File: src/rtl/alu_arbiter.sv
// rtl/alu_arbiter.sv - two-requester round-robin front end for a shared, externally computed ALU
module alu_arbiter #(
  parameter int DATA_WIDTH = 32
) (
  input  logic                  clk,
  input  logic                  rst_n,
  input  logic                  stall,
  input  logic                  req0_valid,
  input  logic [3:0]            req0_op,
  input  logic [DATA_WIDTH-1:0] req0_a,
  input  logic [DATA_WIDTH-1:0] req0_b,
  output logic                  req0_ready,
  input  logic                  req1_valid,
  input  logic [3:0]            req1_op,
  input  logic [DATA_WIDTH-1:0] req1_a,
  input  logic [DATA_WIDTH-1:0] req1_b,
  output logic                  req1_ready,
  output logic                  rsp0_valid,
  output logic [DATA_WIDTH-1:0] rsp0_result,
  output logic                  rsp1_valid,
  output logic [DATA_WIDTH-1:0] rsp1_result,
  output logic [3:0]            alu_op,
  output logic [DATA_WIDTH-1:0] alu_a,
  output logic [DATA_WIDTH-1:0] alu_b,
  input  logic [DATA_WIDTH-1:0] alu_result
);

  logic last_grant;
  logic s1_valid;
  logic s1_port;
  logic xfer;

  // rst_n gates the grants so nothing is accepted while reset is held
  always_comb begin
    req0_ready = rst_n && !stall && req0_valid && (!req1_valid || last_grant);
    req1_ready = rst_n && !stall && req1_valid && (!req0_valid || !last_grant);
    xfer       = req0_ready || req1_ready;
  end

  always_ff @(posedge clk or negedge rst_n) begin
    if (!rst_n) begin
      last_grant  <= 1'b1;
      s1_valid    <= 1'b0;
      s1_port     <= 1'b0;
      alu_op      <= '0;
      alu_a       <= '0;
      alu_b       <= '0;
      rsp0_valid  <= 1'b0;
      rsp1_valid  <= 1'b0;
      rsp0_result <= '0;
      rsp1_result <= '0;
    end else begin
      s1_valid <= xfer;
      if (xfer) begin
        last_grant <= req1_ready;
        s1_port    <= req1_ready;
        alu_op     <= req1_ready ? req1_op : req0_op;
        alu_a      <= req1_ready ? req1_a  : req0_a;
        alu_b      <= req1_ready ? req1_b  : req0_b;
      end
      // ALU result is combinational on the issue registers, so capture it one edge later
      rsp0_valid <= s1_valid && !s1_port;
      rsp1_valid <= s1_valid && s1_port;
      if (s1_valid && !s1_port) rsp0_result <= alu_result;
      if (s1_valid && s1_port)  rsp1_result <= alu_result;
    end
  end

endmodule
File: config.mk
export PLATFORM = sky130hd
export DESIGN_NAME = alu_arbiter
export DESIGN_NICKNAME = d
export VERILOG_FILES = /design/src/rtl/alu_arbiter.sv
export SDC_FILE = /design/constraint.sdc
export NUM_CORES = 1
export LEC_CHECK = 0
export ABC_AREA = 1
export CAP_MARGIN = 0
export CORE_MARGIN = 2
export CORE_UTILIZATION = 33
export CTS_BUF_LIST = sky130_fd_sc_hd__clkbuf_4
export CTS_CLUSTER_SIZE = 8
export DETAILED_ROUTE_END_ITERATION = 6
export PLACE_DENSITY = 0.69
export SYNTH_ARGS = -nofsm -noshare
export SYNTH_HDL_FRONTEND = slang
export SYNTH_SLANG_ARGS = --single-unit
File: constraint.sdc
create_clock -name clk -period 1.7 [get_ports clk]
set_input_delay 0.51 -clock clk [delete_from_list [all_inputs] [get_ports clk]]
set_output_delay 0.51 -clock clk [all_outputs]
set_load 0.02 [all_outputs]
# Word-level counts from Yosys, hierarchy flattened
# Index checks and enable logic that the tools add are counted.
[totals]
register_bits = 137
input_bits = 173
out_inout_bits = 136
elab_cells = 28
[classes]
mux = 3
n_reduce_logical = 15
[op_table]
columns = ["cell", "n"]
rows = [
  ["$mux W32", 2],
  ["$logic_and A1 B1 Y1", 7],
  ["$logic_not A1 Y1", 5],
  ["$mux W4", 1],
  ["$logic_or A1 B1 Y1", 3],
]

# Depth between registers and ports, before layout
[logic_depth]
depth_word = 5
depth_mapped = 8
ltp_nobuf = 6

# Worst setup path after synthesis
# Ideal clock, no wire load.
[synth_timing]
path_type = "input to output"
startpoint = "in req1_valid"
endpoint = "out req1_ready"
t_arrival_ns = 1.335
t_required_ns = 1.190
setup_slack_ns = -0.145
cell_stages = 5
n_path_buf = 3
cell_sequence = "buf_2 -> nand4_1 -> buf_2 -> buf_2 -> inv_1"
[synth_via]
elab_chain_cells = 2
[synth_lines]
columns = ["element", "line", "text"]
rows = [
  ["start: declaration", "13", "input logic req1_valid,"],
  ["$logic_and A1 B1 Y1 (2 in series)", "36", "req1_ready = rst_n && !stall && req1_valid && (!req0_valid || !last_grant);"],
  ["end: declaration", "17", "output logic req1_ready,"],
]
# Every way passes these cells.

# Worst setup path after layout
[layout_timing]
startpoint = "in stall"
endpoint = "out req1_ready"
[layout_via]
elab_chain_cells = 4
[layout_lines]
columns = ["element", "line", "text"]
rows = [
  ["start: declaration", "7", "input logic stall,"],
  ["$logic_not A1 Y1", "36", ""],
  ["$logic_and A1 B1 Y1 (3 in series)", "36", ""],
]
# Every way passes these cells.

==> run metrics <==
status=finished, violations left; failing checks=negative setup slack; CP max stage delay=0.46 ns; sequential fraction of design power=0.383; largest net degree at the start of global routing=69; CORE AREA=19590 µm²; final hold vios=0; DR WL/cell=14.89 µm; clock sinks=137; Slew @ Worst Pin=0.8369 ns; Int Power=0.008013 W; Leak=5.577 nW; Reg clk slew, reported paths=0.14 ns; DIE AREA=21180 µm²; via count=6758; syn_nets=1029; initial antenna violation count=1; Net Sw Frac=0.3818; DR pass1 iterations=5; Switching Power=0.004949 W; Slowest cell on crit path=clkdlybuf4s50_1; PortBufs=308; DRC=0; Max clock buf depth=2; Synth Register Bits=137; CTS tree=yes; Rows=51; main combinational cell family by area after synthesis=simple AND/OR/NAND/NOR gates; post-layout min period=2.031 ns; Distinct cells, synth=16; Tcrit/Tclk final=1.194; total I/O pin count=309; Hold Crit Class=in -> async; max-slew violations=0; synthesis-to-layout area growth=53.70%; post-route ant nets=0; simple logic cell fraction of the synthesized area=0.2875; Routability Congestion=0.8026; Clock Skews=0.01783 ns; GRT overflow=0; CP Launch Type=input pin; CTS root buffer=clkbuf_4; Avg Cell Area, Syn=7.722 µm²; multiplexer area fraction after synthesis=0; Arrival @ worst endpoint=1.52 ns; GRT Resource Usage Total=0.2040; vias in the first global route=6485; Die Wd=145.5 µm; R2R Setup Slk=-0.14 ns; Critical Path RT=1.19 ns; Setup crit end kind=output pin; Warnings, synthesis=0; DP HPWL=14970 µm; fin util=0.5186; Initial Utilization=0.3374; nets@finish=1339; 1st-iter DRT viols=267; xor/xnor share of the synthesized area=0; setup violators final=68; share of cells above drive strength 1=0.1927; synthesized cell area=6610 µm²; Rel. slew slack=0.4421; worst skew pair latency=0.54 ns; RSZ-0062 raised after global routing=true; global-route wire length before repair=34670 µm; vias per inst=4.680; sequential share of the synthesized area=0.5188; Compound-Gate Fraction of Synth Area=0.04997; final WL=21500 µm; crit path cell chain=clkdlybuf4s50_1, inv_1, nand4_1, inv_6, buf_6; worst hold slack=0.08991 ns; pwr dens=1276 nW/µm²; Die Y=145.5 µm; TritonCTS Buffers=17; Peak VDD IR=0.4247 mV; Max Cap Violations=0; number of H-tree levels=4; adder-cell area share of the yosys netlist=0; Fmax=492.5 MHz; Gate power share=0.414; Worst Path Buf+Inv=4; Final Power=0.01296 W; clock share of power=0.203; kind of cell adding the most delay to the critical path=buffers and inverters; cells after synthesis=856; Worst Path Max Fanout=2; WS Path Type=in -> out; min setup slack post-route=-0.3306 ns
final timing paths:
path                                                   from                           to  cells past startpoint
max in group asynchronous                             rst_n  rsp1_result[28]$_DFFE_PN0P_                      3
min in group clk                rsp1_result[17]$_DFFE_PN0P_  rsp1_result[17]$_DFFE_PN0P_                      2
worst max-delay path                                  stall                   req1_ready                      5
worst min register to register  rsp1_result[17]$_DFFE_PN0P_  rsp1_result[17]$_DFFE_PN0P_                      2
worst min-delay path                                  rst_n         alu_a[6]$_DFFE_PN0P_                      2
worst max register to register       last_grant$_DFFE_PN1P_        alu_a[23]$_DFFE_PN0P_                      7
sequential cells by signal (all words and copies together), names as in the netlist:
signal       cells
rsp1_result     32
rsp1_valid       1
rsp0_valid       1
alu_a           32
s1_valid         1
rsp0_result     32
alu_b           32
last_grant       1
s1_port          1
alu_op           4
area by class of cell:
cell class | count | area, µm²
Fill cell | 1925 | 9430
Sequential cell | 137 | 3430
Timing Repair Buffer | 356 | 3136
Multi-Input combinational cell | 478 | 2246
Inverter | 176 | 665.6
Tap cell | 265 | 331.6
Clock inverter | 14 | 221.5
Clock buffer | 17 | 127.6
Antenna cell | 1 | 2.502
logic make-up after synthesis:
logic type	count (synthesis)
buffers and inverters	241
AOI/OAI and AO/OA	66
and+or+nand+nor	412
DFF	137
synthesized netlist by cell type (all sizes together):
library cell,number,area share
nand3,137,0.10
clkbuf,28,0.016
nand2,205,0.12
inv,176,0.10
buf,37,0.028
dfrtp,136,0.51
nor2,1,0.00095
nand4,69,0.065
o21ai,66,0.050
dfstp,1,0.0040
what timing repair did:
item	CTS	global route
resized for setup	554	104
hold endpoints to repair	24	0
pin swaps	1	2
setup endpoints to repair	198	133
hold buffers	1	0
setup buffers	3	26
layout by cell type (no fill, tap or decap), drive strengths merged:
| master | n |
|---|---|
| clkinvlp | 1 |
| buf | 185 |
| dlygate4sd3 | 1 |
| dfrtp | 136 |
| clkinv | 5 |
| clkdlybuf4s50 | 170 |
| dfstp | 1 |
| nand2 | 205 |
| inv | 179 |
| nand4 | 69 |
| nand3 | 137 |
| clkbuf | 17 |
| diode | 1 |
| bufinv | 5 |
| nor2 | 1 |
| o21ai | 66 |
power by group through the flow:
stage                     logic, W  clock network [W]  registers [W]
after floorplan            0.00125                  0        0.00627
after global placement     0.00563                  0        0.00495
after detailed placement   0.00569                  0        0.00497
after CTS                  0.00470            0.00270        0.00489
after global routing       0.00580            0.00285        0.00509
final                      0.00537            0.00263        0.00496
metrics by stage:
step	setup TNS (ns)	cell area, µm²	cells	setup WS (ns)
2_1_floorplan	-0.001776	6633	856	-0.001776
3_3_place_gp	-68.31	9962	1384	-0.8454
3_5_place_dp	-69.89	9962	1384	-0.8431
4_1_cts	-8.442	9676	1418	-0.3981
5_1_grt	-15.61	10160	1444	-0.4398
6_report	-6.654	10160	1444	-0.3306
layer usage:
layer | GRT usage | wire [µm]
met1 | 0.2613 | 9093
met2 | 0.3282 | 10210
met3 | 0.06865 | 1858
met4 | 0.06225 | 338
met5 | 0 | 0
Power figures use the tool's default switching activity.
